--- config.mk ---
export PLATFORM = sky130hd
export DESIGN_NAME = jk_bank_driver
export DESIGN_NICKNAME = d
export VERILOG_FILES = /design/src/rtl/jk_bank_driver_pkg.sv /design/src/rtl/jk_excite.sv /design/src/rtl/jk_bank_driver.sv
export SDC_FILE = /design/constraint.sdc
export NUM_CORES = 1
export LEC_CHECK = 0
export ABC_AREA = 1
export ABC_CLOCK_PERIOD_IN_PS = 1780
export CORE_ASPECT_RATIO = 0.6
export CORE_MARGIN = 2
export CORE_UTILIZATION = 50
export CTS_CLUSTER_SIZE = 24
export DETAILED_ROUTE_END_ITERATION = 12
export PLACE_DENSITY = 0.78
export SYNTH_ARGS = -nofsm -noshare
export SYNTH_HDL_FRONTEND = slang
export SYNTH_SLANG_ARGS = --single-unit
--- constraint.sdc ---
create_clock -name clk -period 1.78 [get_ports clk]
set_input_delay 0.267 -clock clk [delete_from_list [all_inputs] [get_ports clk]]
set_output_delay 0.267 -clock clk [all_outputs]
set_load 0.02 [all_outputs]
--- src/rtl/jk_bank_driver_pkg.sv ---
`default_nettype none
// ============================================================================
// Module      : jk_bank_driver_pkg
// Description : Shared types and excitation encodings for the JK bank driver.
// Revision    : 1.0 - initial release
// ============================================================================
package jk_bank_driver_pkg;

    // Controller states; width fixed at 2 bits.
    typedef enum logic [1:0] {
        ST_IDLE  = 2'd0,
        ST_DRIVE = 2'd1,
        ST_CHECK = 2'd2
    } state_t;

    // Retry counter; MAX_RETRY is limited to 0..15, so it never saturates.
    typedef logic [3:0] retry_t;

    // Per-bit excitation encodings, packed as {J, K}.
    localparam logic [1:0] c_exc_hold   = 2'b00;
    localparam logic [1:0] c_exc_set    = 2'b10;
    localparam logic [1:0] c_exc_reset  = 2'b01;
    localparam logic [1:0] c_exc_toggle = 2'b11;

    // JK excitation for one bit: present state q, desired next state d.
    // Hold-case don't-cares resolve to J=K=0.
    function automatic logic [1:0] excite_bit(input logic q, input logic d,
                                              input logic use_toggle);
        logic [1:0] w_jk;
        if (q == d)
            w_jk = c_exc_hold;
        else if (use_toggle)
            w_jk = c_exc_toggle;
        else if (d)
            w_jk = c_exc_set;
        else
            w_jk = c_exc_reset;
        return w_jk;
    endfunction

endpackage
`default_nettype wire

--- src/rtl/jk_excite.sv ---
`default_nettype none
// ============================================================================
// Module      : jk_excite
// Description : Combinational WIDTH-wide JK excitation encoder. Produces the
//               J/K drive that moves each bit from present q to target d.
// Revision    : 1.0 - initial release
// ============================================================================
module jk_excite
    import jk_bank_driver_pkg::*;
#(
    parameter int WIDTH      = 4,
    parameter int USE_TOGGLE = 0
) (
    input  logic [WIDTH-1:0] q,
    input  logic [WIDTH-1:0] d,
    output logic [WIDTH-1:0] j,
    output logic [WIDTH-1:0] k
);

    localparam logic c_use_toggle = (USE_TOGGLE != 0);

    // One independent encoder per flip-flop of the bank.
    generate
        for (genvar gi = 0; gi < WIDTH; gi++) begin : g_bit
            logic [1:0] w_jk;
            assign w_jk  = excite_bit(q[gi], d[gi], c_use_toggle);
            assign j[gi] = w_jk[1];
            assign k[gi] = w_jk[0];
        end
    endgenerate

endmodule
`default_nettype wire

--- src/rtl/jk_bank_driver.sv ---
`default_nettype none
// ============================================================================
// Module      : jk_bank_driver
// Description : Accepts a target pattern for a JK flip-flop bank, drives one
//               J/K update cycle, verifies the bank Q, retries up to
//               MAX_RETRY times and reports done or err as one-cycle pulses.
// Revision    : 1.0 - initial release
// ============================================================================
module jk_bank_driver
    import jk_bank_driver_pkg::*;
#(
    parameter int WIDTH      = 4,
    parameter int MAX_RETRY  = 3,
    parameter int USE_TOGGLE = 0
) (
    input  logic             clk,
    input  logic             rst,        // asynchronous, active-low
    input  logic             tgt_valid,
    output logic             tgt_ready,
    input  logic [WIDTH-1:0] tgt_data,
    input  logic [WIDTH-1:0] q_fb,
    output logic [WIDTH-1:0] j,
    output logic [WIDTH-1:0] k,
    output logic             busy,
    output logic             done,
    output logic             err
);

    localparam retry_t c_max_retry = retry_t'(MAX_RETRY);

    state_t           r_state;
    retry_t           r_retry;
    logic [WIDTH-1:0] r_target;
    logic [WIDTH-1:0] r_j;
    logic [WIDTH-1:0] r_k;
    logic             r_done;
    logic             r_err;

    logic [WIDTH-1:0] w_exc_d;
    logic [WIDTH-1:0] w_exc_j;
    logic [WIDTH-1:0] w_exc_k;
    logic             w_handshake;
    logic             w_match;

    // The single encoder serves both the first drive (target straight from
    // the input port) and retries (target from the latched register).
    assign w_exc_d     = (r_state == ST_IDLE) ? tgt_data : r_target;
    assign tgt_ready   = (r_state == ST_IDLE) && rst;
    assign w_handshake = tgt_valid && tgt_ready;
    assign w_match     = (q_fb == r_target);

    jk_excite #(
        .WIDTH      (WIDTH),
        .USE_TOGGLE (USE_TOGGLE)
    ) u_excite (
        .q (q_fb),
        .d (w_exc_d),
        .j (w_exc_j),
        .k (w_exc_k)
    );

    // Controller FSM with registered J/K drive and status pulses.
    always_ff @(posedge clk or negedge rst) begin
        if (!rst) begin
            r_state  <= ST_IDLE;
            r_retry  <= '0;
            r_target <= '0;
            r_j      <= '0;
            r_k      <= '0;
            r_done   <= 1'b0;
            r_err    <= 1'b0;
        end else begin
            r_done <= 1'b0;
            r_err  <= 1'b0;
            case (r_state)
                ST_IDLE: begin
                    if (w_handshake) begin
                        r_target <= tgt_data;
                        r_j      <= w_exc_j;
                        r_k      <= w_exc_k;
                        r_retry  <= '0;
                        r_state  <= ST_DRIVE;
                    end else begin
                        r_j <= '0;
                        r_k <= '0;
                    end
                end
                ST_DRIVE: begin
                    // Bank samples J/K at this edge; release the drive.
                    r_j     <= '0;
                    r_k     <= '0;
                    r_state <= ST_CHECK;
                end
                ST_CHECK: begin
                    if (w_match) begin
                        r_done  <= 1'b1;
                        r_state <= ST_IDLE;
                    end else if (r_retry < c_max_retry) begin
                        r_retry <= r_retry + retry_t'(1);
                        r_j     <= w_exc_j;
                        r_k     <= w_exc_k;
                        r_state <= ST_DRIVE;
                    end else begin
                        r_err   <= 1'b1;
                        r_state <= ST_IDLE;
                    end
                end
                default: begin
                    r_j     <= '0;
                    r_k     <= '0;
                    r_state <= ST_IDLE;
                end
            endcase
        end
    end

    assign j    = r_j;
    assign k    = r_k;
    assign done = r_done;
    assign err  = r_err;
    assign busy = (r_state == ST_DRIVE) || (r_state == ST_CHECK);

endmodule
`default_nettype wire

### Word-level counts from Yosys, hierarchy flattened

Index checks and enable logic that the tools add are counted.

* bits in registers: 20
* input port bits: 11
* output and inout port bits: 12
* word-level logic and storage cells: 57

* add/sub/neg operators: 1
* magnitude comparators: 1
* equality and inequality tests: 10
* muxes and demuxes: 30
* reductions and logical operators: 8

Operator list (count)
* 4-bit 2-to-1 mux: 10
* 4-bit case mux with 2 select lines: 3
* 2-bit 2-to-1 mux: 9
* 1-bit 2-to-1 mux: 7
* 2-bit != test (second input constant): 3
* 2-bit case mux with 3 select lines: 1
* 4-bit by 1-bit adder with 4-bit output (second input constant): 1
* 1-bit == test: 4
* 4-bit == test: 1
* 4-bit by 2-bit less-than comparator with 1-bit output (second input constant): 1
* 2-bit AND reduction: 2
* 4-bit AND reduction: 1
* 2-bit by 1-bit == test with 1-bit output (second input constant): 1
* 2-bit == test (second input constant): 1
* 1-bit logical AND: 2
* 2-bit logical NOT: 1
* 2-bit nonzero test: 1
* 1-bit logical OR: 1

### Depth between registers and ports, before layout

Gate-level depths: netlist of run 1.

* depth after elaboration: 7
* depth in mapped cells: 9
* gate-level depth less buffers: 9

### By module

A second synthesis of run 1 with hierarchy kept.

* cell total of the unflattened synthesis: 148
* area total of the unflattened synthesis: 1116.1 um2

By module, submodules not included
* jk_bank_driver: times used 1, cells an instance 132, area an instance 1056.0 um2
* jk_excite: times used 1, cells an instance 16, area an instance 60.1 um2

### Least setup slack after synthesis of run 1

Ideal clock, no wire load.

* path kind: reg-to-reg
* start point: register r_state[0]
* end point: register r_retry[0]
* library setup time: 0.116 ns
* arrival time: 1.310 ns
* setup slack: 0.353 ns
* stages on the path, launching flop included: 10
* period minus slack after synthesis: 1.427 ns
* path through: dfrtp_1 > inv_1 > ha_1 > nand3_4 > nand2_1 > inv_2 > nor2_4 > nand2_2 > nand2_1 > nand2_1

* cells in the longest elaborated chain, start to end: 5
* elaborated cells between the ends (all ways): 10
* those cells by class: eq/ne (4); mux (1); reduce/logical (5)

Ends and longest elaborated chain
* from (decl): line jk_bank_driver.sv:31 `state_t r_state;`
* from (signal assigned): line jk_bank_driver.sv:65 `r_state <= ST_IDLE;`
* from (signal assigned): line jk_bank_driver.sv:82 `r_state <= ST_DRIVE;`
* from (signal assigned): line jk_bank_driver.sv:92 `r_state <= ST_CHECK;`
* 2-bit logical NOT: line jk_bank_driver.sv:48, jk_bank_driver.sv:75
* 1-bit logical AND: line jk_bank_driver.sv:48 `assign tgt_ready = (r_state == ST_IDLE) && rst;`
* 1-bit logical AND: line jk_bank_driver.sv:49 `assign w_handshake = tgt_valid && tgt_ready;`
* 2-bit != test (no line)
* 4-bit AND reduction (no line)
* to (signal assigned): line jk_bank_driver.sv:99 `r_retry <= r_retry + retry_t'(1);`
* to (decl): line jk_bank_driver.sv:32 `retry_t r_retry;`

Parallel ways exist; a longest one is shown, timed or not.
A chain may end at the register's enable or synchronous reset.

### Worst setup path in the final report of run 1

* start point: register r_state[0]
* end point: output busy

* cells in the longest elaborated chain, start to end: 2
* elaborated cells between the ends (all ways): 3
* those cells by class: eq/ne (2); reduce/logical (1)

Ends and longest elaborated chain
* 2-bit by 1-bit == test with 1-bit output or 2-bit == test (tied branches): line jk_bank_driver.sv:121 `assign busy = (r_state == ST_DRIVE) || (r_state == ST_CHECK);`
* 1-bit logical OR *: line jk_bank_driver.sv:121
* to (decl): line jk_bank_driver.sv:24 `output logic busy,`

Every way passes the cells marked *; elsewhere a longest branch is shown, timed or not.

==> flow_results.org, run 1 <==
** Layout
- Fillers :: 193
- Of the cells placed in the final design, the portion with a size suffix greater than 1 is 0.140.
- Once layout is complete, the cells apart from fillers number 208.
- The number of antenna diodes in the final layout is 0.
- Final Net Count :: 196
- From synthesis to final layout, the design area changed by 31.3%.

** Pwr
- Power per standard cell area :: 1460 nW/µm²
- Share of total power in sequential cells :: 0.303
- The internal power of the cells totals 1.28 mW.
- Cell leakage power :: 0.793 nW
- Max VDD drop :: 759 µV
- Fraction of power consumed by combinational cells :: 0.488
- Fraction of power spent switching nets :: 0.412
- Of the total power, the clock network draws 0.209.
- Switching component of the power :: 0.894 mW

** Synthesis
- Synthesis produced a netlist whose cell count is 148.
- Of the synthesized area, sequential elements account for 0.442.
- The biggest area contributor in the post-synthesis netlist is sky130_fd_sc_hd__dfrtp_1.
- Synth top cells by count :: sky130_fd_sc_hd__nand2_1, sky130_fd_sc_hd__dfrtp_1, sky130_fd_sc_hd__inv_1
- Sorting the synthesized cells by area gives the leading types as sky130_fd_sc_hd__dfrtp_1, sky130_fd_sc_hd__nand2_1, sky130_fd_sc_hd__ha_1.
- Number of distinct standard cells referenced by the synthesized netlist :: 18
- Mapped cell area :: 1130 µm²
- For this run, asynchronously set or reset flops after synthesis account for 1.00.
- Most common flop cell mapped by yosys :: sky130_fd_sc_hd__dfrtp_1
- After synthesis the netlist holds a flip-flop and latch count of 20.
- The number of nets in the synthesized netlist is 165.
- During synthesis, Yosys emitted a total of 0 warnings.
- The average instance in the mapped netlist occupies 7.64 µm².
- Counting flops with a built-in enable in the synthesized netlist gives 0.
- The most common cell in the synthesized netlist is sky130_fd_sc_hd__nand2_1.
- Area fraction of the dominant cell type after synthesis :: 0.442

** Critical path
- Endpoint required time on the critical path :: 1.51 ns
- Crit path capture type :: output port
- Setup Crit Path Kind :: reg -> out
- Highest net fanout along the worst path :: 4
- STA classifies the critical path startpoint as a flop.
- STA puts the critical path data arrival time at 1.40 ns.

** Clock tree
- Post-CTS timing repair inserted 0 buffers for setup.
- The clock reaches the later pin of the worst-skew pair after 0.26 ns.
- H-tree levels :: 1
- Buffer type at the clock tree root :: sky130_fd_sc_hd__clkbuf_8
- In this run the deepest clock path goes through 2 buffers.
- Hold repair after CTS inserted 0 buffers.
- TritonCTS built the clock tree.
- Sink Count :: 20
- The number of clock buffers added by TritonCTS is 3.
- After clock tree synthesis, the clock-pin slew on the worst setup and hold paths is 0.07 ns.

** Timing
- The final number of max-transition violations is 0.
- Total of endpoints with negative setup slack in the final report :: 0
- Post-route worst hold slack :: 0.475 ns
- Fmax :: 599 MHz
- Crit path time final :: 1.67 ns
- Of the available clock period, the critical path in the final layout requires 0.937.
- Unrepaired setup endpoints after global routing :: no
- Max_slew headroom :: 0.826
- Max Clock Skew :: 0.00418 ns
- After routing, the total negative slack on setup checks comes to 0 ns.
- Final hold violation count :: 0
- Worst-margin pin slew :: 0.259 ns

** Floorplanning
- Chip Height :: 40.8 µm
- For this configuration, the core starts out at a cell density of 0.527.
- The core region is 2150 µm².
- Die Area :: 2670 µm²
- For this design the top-level I/O count stands at 23.
- In this run the horizontal extent of the chip is 65.4 µm.
- Row generation in the floorplan step produced 13 rows.

** Route
- In the final routed layout, each cell accounts on average for 11.7 µm.
- In this run, the number of DRC markers left after iteration 0 of detailed routing was 101.
- Residual DRC :: 0
- For this block, the via count after detailed routing is 1024.
- Antenna Violating Nets Remaining :: 0
- Overall routed net length :: 2.43 mm
- Via/cell ratio :: 4.92
- First-pass iteration count of the detailed router :: 4

** Global route
- Global routing finished with a remaining overflow of 0.
- Antenna violations before repair :: 0
- The first global-routing pass estimated 4.00 mm of wire.
- Entering global routing, the biggest net connects 21 pins.
- The via count of the first global-routing pass is 896.
- Overall routing resource usage :: 0.213

** Placement
- Input and output buffers added on the ports amount to 22.
- Final HPWL DP :: 1.85 mm
- Including well taps, the total number of placed cells is 204.
- The congestion estimate from routability-driven global placement came to 0.848.

** Outcome
- The run finished with clean final reports.

** Run
- Max-cap violations in this run came to 0.

** Hold path
- The tightest min-delay check is of the in -> async type.
==> critical path, stage by stage, from the launching register on <==
cell	delay, ns
sky130_fd_sc_hd__dfrtp_1	0.41
sky130_fd_sc_hd__inv_1	0.11
sky130_fd_sc_hd__ha_1	0.29
sky130_fd_sc_hd__dlygate4sd2_1	0.32
==> power groups by stage <==
stage | registers, mW | logic (mW) | clock network (mW)
2_1_floorplan | 0.693 | 0.687 | 0
3_3_place_gp | 0.657 | 1.04 | 0
3_5_place_dp | 0.663 | 1.07 | 0
4_1_cts | 0.656 | 1.06 | 0.460
5_1_grt | 0.673 | 1.19 | 0.490
6_report | 0.658 | 1.06 | 0.453
==> cell families (layout without fill, tap and decap cells) <==
kind of cell             after synthesis  in the layout  synth area share
AO/OA/AOI/OAI                         10             10            0.0442
buffers and inverters                 22             52            0.0807
AND/OR/NAND/NOR                       90             90             0.366
flip-flops                            20             20             0.442
adder cells (fa/ha/maj)                6              6            0.0664
==> registers in the layout (all words and copies together), names as in the netlist <==
signal,flops
r_target,4
k,4
done,1
j,4
r_retry,4
r_state,2
err,1
==> layout make-up <==
type,count,area (µm²),area share
Multi-Input combinational cell,106,542,0.365
Clock inverter,1,30.0,0.0202
Sequential cell,20,500,0.337
Inverter,20,75.1,0.0505
Timing Repair Buffer,28,259,0.174
Tap cell,30,37.5,0.0253
Clock buffer,3,41.3,0.0278
==> cell usage in the layout (no fill, tap or decap), types with 3 or more instances in the layout <==
cell                              synthesis  layout
sky130_fd_sc_hd__nand2_1                 52      52
sky130_fd_sc_hd__dfrtp_1                 20      20
sky130_fd_sc_hd__clkdlybuf4s50_1          0      20
sky130_fd_sc_hd__inv_1                   15      15
sky130_fd_sc_hd__nor2_1                  13      13
sky130_fd_sc_hd__nand3_1                 12      12
sky130_fd_sc_hd__buf_4                    0       6
sky130_fd_sc_hd__inv_2                    5       5
sky130_fd_sc_hd__ha_1                     6       5
sky130_fd_sc_hd__a21oi_1                  4       4
sky130_fd_sc_hd__nor3_1                   4       4
sky130_fd_sc_hd__nand2_2                  3       3
sky130_fd_sc_hd__o21ai_1                  3       3
sky130_fd_sc_hd__o21ai_0                  3       3
sky130_fd_sc_hd__clkbuf_8                 0       3
==> through the flow <==
step / cell area (µm²) / power [mW] / worst slack, ns / util
6_report: 1490 / 2.17 / 0.112 / 0.692
2_1_floorplan: 1130 / 1.38 / 0.353 / -
4_1_cts: 1490 / 2.18 / 0.0824 / 0.692
3_3_place_gp: 1420 / 1.70 / 0.0871 / 0.660
3_5_place_dp: 1420 / 1.74 / 0.0816 / 0.660
5_1_grt: 1490 / 2.35 / 0.00626 / 0.692
==> metal layers <==
layer / GRT usage / up-vias / share of wire / wire length (µm)
met1: 0.272 / 465 / 0.47 / 1150
li1: - / 519 / - / -
met3: 0.0577 / 6 / 0.063 / 154
met2: 0.367 / 34 / 0.45 / 1090
met5: 0 / - / 0 / 0
met4: 0.0625 / 0 / 0.014 / 33
==> path summary, 6_finish.rpt <==
path                                        start                 endpoint  slack (ns)  cells after the start
hold / removal                                rst  r_target[3]$_DFFE_PN0P_        0.48                      3
min in group clk                 k[3]$_DFFE_PN0P_         k[3]$_DFFE_PN0P_        0.48                      2
setup reg to reg           r_state[0]$_DFFE_PN0P_   r_retry[0]$_DFFE_PN0P_        0.15                     10
max in group asynchronous                     rst           done$_DFF_PN0_        1.08                      3
hold reg to reg                  k[3]$_DFFE_PN0P_         k[3]$_DFFE_PN0P_        0.48                      2
setup / recovery           r_state[0]$_DFFE_PN0P_                     busy        0.11                      3
==> timing repair <==
action,CTS,global route
hold endpoints to repair,0,0
gates resized for setup,2,3
setup endpoints to repair,2,5
(Power assumes the default switching activity.)
==> inputs of run 2 (changes only) <==
- GPL_ROUTABILITY_DRIVEN: default -> 0
- PLACE_DENSITY: 0.78 -> 0.88
- SLEW_MARGIN: default -> 20
==> run 2 against run 1 <==
Via count fell by 2.5%. Routed wire length is 7.7% lower. Non-clock buffer count increased by 2. Cell area unchanged. Sequential share of layout area unchanged. Final cell count grew 0.96%. Fmax up 1.6%. Critical path type unchanged. Largest power group unchanged.
==> flow_results.org, run 2 (same netlist as run 1, synthesis figures left out) <==
** Outcome
- Result of the run :: finished clean (unchanged)

** Global route
- Largest net degree at the start of global routing :: 21 (unchanged)
- The via count of the first global-routing pass came to 847 (was 896).
- The global routing usage summed across all routing layers was 0.186 (was 0.213).
- Antenna violations before repair :: 0 (unchanged)
- The first-pass GRT wire length came to 3.59 mm (was 4.00 mm).
- The global route total overflow was 0 (unchanged).

** Route
- The total wire length after detailed routing is 2.24 mm (was 2.43 mm).
- Detailed router's first-iteration violation count :: 53 (was 101)
- The number of vias in the routed layout is 998 (was 1024).
- The number of routed nets with antenna violations came to 0 (unchanged).
- Average wire per standard cell :: 10.7 µm (was 11.7 µm)
- The number of DRC violations after detailed routing came to 0 (unchanged).
- The detailed-route vias per instance was 4.75 (was 4.92).
- First-pass iteration count of the detailed router :: 4 (unchanged)

** Timing
- Fin. max-slew vios :: 0 (unchanged)
- Final hold violation count :: 0 (unchanged)
- Worst setup slack after layout :: 0.138 ns (was 0.112 ns)
- The time the final worst path needs with I/O delays and setup came to 1.64 ns (was 1.67 ns).
- Unrepaired setup endpoints after global routing: no (unchanged).
- The post-route setup TNS was 0 ns (unchanged).
- The setup clock skew after layout was 0.00663 ns (was 0.00418 ns).
- Post-route worst hold slack :: 0.472 ns (was 0.475 ns)
- The slew of the pin with the lowest slew margin was 0.271 ns (was 0.259 ns).
- The achievable clock frequency is 609 MHz (was 599 MHz).
- The number of setup violations in the final report was 0 (unchanged).
- Final worst-path cycle share :: 0.922 (was 0.937)
- The worst slew slack as a fraction of its limit is 0.817 (was 0.826).

** Critical path
- The source of the critical timing path is r_state[1]$_DFFE_PN0P_ (was r_state[0]$_DFFE_PN0P_).
- The nature of the critical path startpoint is a flop (unchanged).
- The arrival time at the worst endpoint came to 1.37 ns (was 1.40 ns).
- The critical register-to-register path startpoint is r_state[0]$_DFFE_PN0P_ (unchanged).
- Crit path capture type :: output port (unchanged)
- The startpoint-to-endpoint class of the critical path was reg -> out (unchanged).
- Highest net fanout along the worst path :: 4 (unchanged)
- Endpoint required time on the critical path :: 1.51 ns (about the same)

** Layout
- Leading cell type in the layout, fill and taps excluded :: sky130_fd_sc_hd__nand2_1 (unchanged)
- Commonest cells after routing, fill and taps aside: sky130_fd_sc_hd__nand2_1, sky130_fd_sc_hd__dfrtp_1, sky130_fd_sc_hd__clkdlybuf4s50_1 (unchanged).
- The proportion of layout cells with a drive suffix above 1 was 0.139 (was 0.140).
- Final standard cell area without fillers :: 1490 µm² (unchanged)
- The count of fill cells added during filler insertion was 193 (unchanged).
- The number of nets in the final layout was 198 (was 196).
- Final core utilization :: 0.692 (unchanged)
- Diode insertion count for antenna repair :: 0 (unchanged)
- The layout overhead on the synthesized area was 31.3% (unchanged).

** Placement
- The worst setup slack before clock tree synthesis was 0.0306 ns (was 0.0816 ns).
- The area of placed instances came to 1430 µm² (was 1420 µm²).
- The number of port buffers was 22 (unchanged).
- The HPWL after detailed placement is 1.80 mm (was 1.85 mm).

** Clock tree
- Clock input transition at the sequential cells of the worst setup and hold paths :: 0.08 ns (was 0.07 ns)
- Buffer type at the clock tree root :: sky130_fd_sc_hd__clkbuf_8 (unchanged)
- Sink Count :: 20 (unchanged)
- The number of buffers created by CTS came to 3 (unchanged).
- H-tree levels :: 1 (unchanged)
- The clock tree buffer depth was 2 (unchanged).
- Worst-Skew Late Latency :: 0.26 ns (about the same)
- CTS tree :: built (unchanged)

** Pwr
- The fraction of power spent switching nets came to 0.420 (was 0.412).
- The switching power of the nets was 0.869 mW (was 0.894 mW).
- The sequential share of power came to 0.316 (was 0.303).
- Cell leakage power :: 0.801 nW (was 0.793 nW)
- The clock network fraction of design power came to 0.165 (was 0.209).
- Int Power :: 1.20 mW (was 1.28 mW)
- The peak supply drop was 958 µV (was 759 µV).
- The portion of total power attributed to combinational logic was 0.519 (was 0.488).
- Power per standard cell area :: 1390 nW/µm² (was 1460 nW/µm²)

** Hold path
- Hold Crit Class :: reg -> reg (was in -> async)
- Start point of the worst hold path :: k[2]$_DFFE_PN0P_

** Floorplanning
- Die Area :: 2670 µm² (unchanged)
- Chip Height :: 40.8 µm (unchanged)
- Core Rows :: 13 (unchanged)
- Starting density of the core :: 0.527 (unchanged)
- The number of I/O pins came to 23 (unchanged).
- The area of the placeable core came to 2150 µm² (unchanged).
- Horiz. Die Dim :: 65.4 µm (unchanged)

** Run
- The max-capacitance violation count is 0 (unchanged).
[run 2: changes by cell type in the layout (fill, tap and decap cells not counted), sizes merged]
cell,delta
bufinv,-1
dlygate4sd2,+1
buf,+2
[run 2: routing by layer]
metal,global-route usage,vias up,part of all wire
li1,-,520,-
met1,0.230,459,0.48
met2,0.344,17,0.48
met3,0.0522,2,0.038
met4,0.0260,0,0.0036
met5,0,-,0
[run 2: power by group through the flow]
stage          clock (mW)  sequential [mW]  combinational (mW)
3_5_place_dp            0            0.663                1.10
3_3_place_gp            0            0.650                1.06
4_1_cts             0.348            0.654                1.08
2_1_floorplan           0            0.693               0.687
6_report            0.341            0.654                1.07
5_1_grt             0.364            0.669                1.22
[run 2: worst paths after layout]
check	end	slack [ns]	depth (start not counted)
hold / removal	k[2]$_DFFE_PN0P_	0.47	2
setup reg to reg	r_retry[0]$_DFFE_PN0P_	0.22	9
setup / recovery	tgt_ready	0.14	5
max in group asynchronous	k[1]$_DFFE_PN0P_	1.00	3
hold reg to reg	k[2]$_DFFE_PN0P_	0.47	2
min in group asynchronous	j[1]$_DFFE_PN0P_	0.56	3
[run 2: final cells by class]
type                    count  area [µm²]  area share
clock buffers               4        55.1      0.0371
inverters                  20        75.1      0.0505
multi-input cells         106         539       0.363
flip-flops and latches     20         500       0.337
well taps                  30        37.5      0.0253
repair buffers             30         278       0.187
[run 2: critical path, stage by stage, from the launching register on]
cell and delay (ns):
sky130_fd_sc_hd__dfrtp_1 0.41, sky130_fd_sc_hd__inv_1 0.13, sky130_fd_sc_hd__ha_1 0.18, sky130_fd_sc_hd__nand2_1 0.05, sky130_fd_sc_hd__inv_1 0.04, sky130_fd_sc_hd__dlygate4sd2_1 0.32
[run 2: repair_timing]
action | 4_1_cts | 5_1_grt
setup endpoints to repair | 2 | 0
hold buffers | 0 | 0
buffers inserted | 0 | 0
resized for setup | 2 | 0
[run 2: stage by stage]
stage / total power, mW / instances
after floorplan: 1.38 / 148
after global placement: 1.71 / 206
after detailed placement: 1.76 / 206
after CTS: 2.08 / 210
after global routing: 2.25 / 210
final: 2.07 / 210
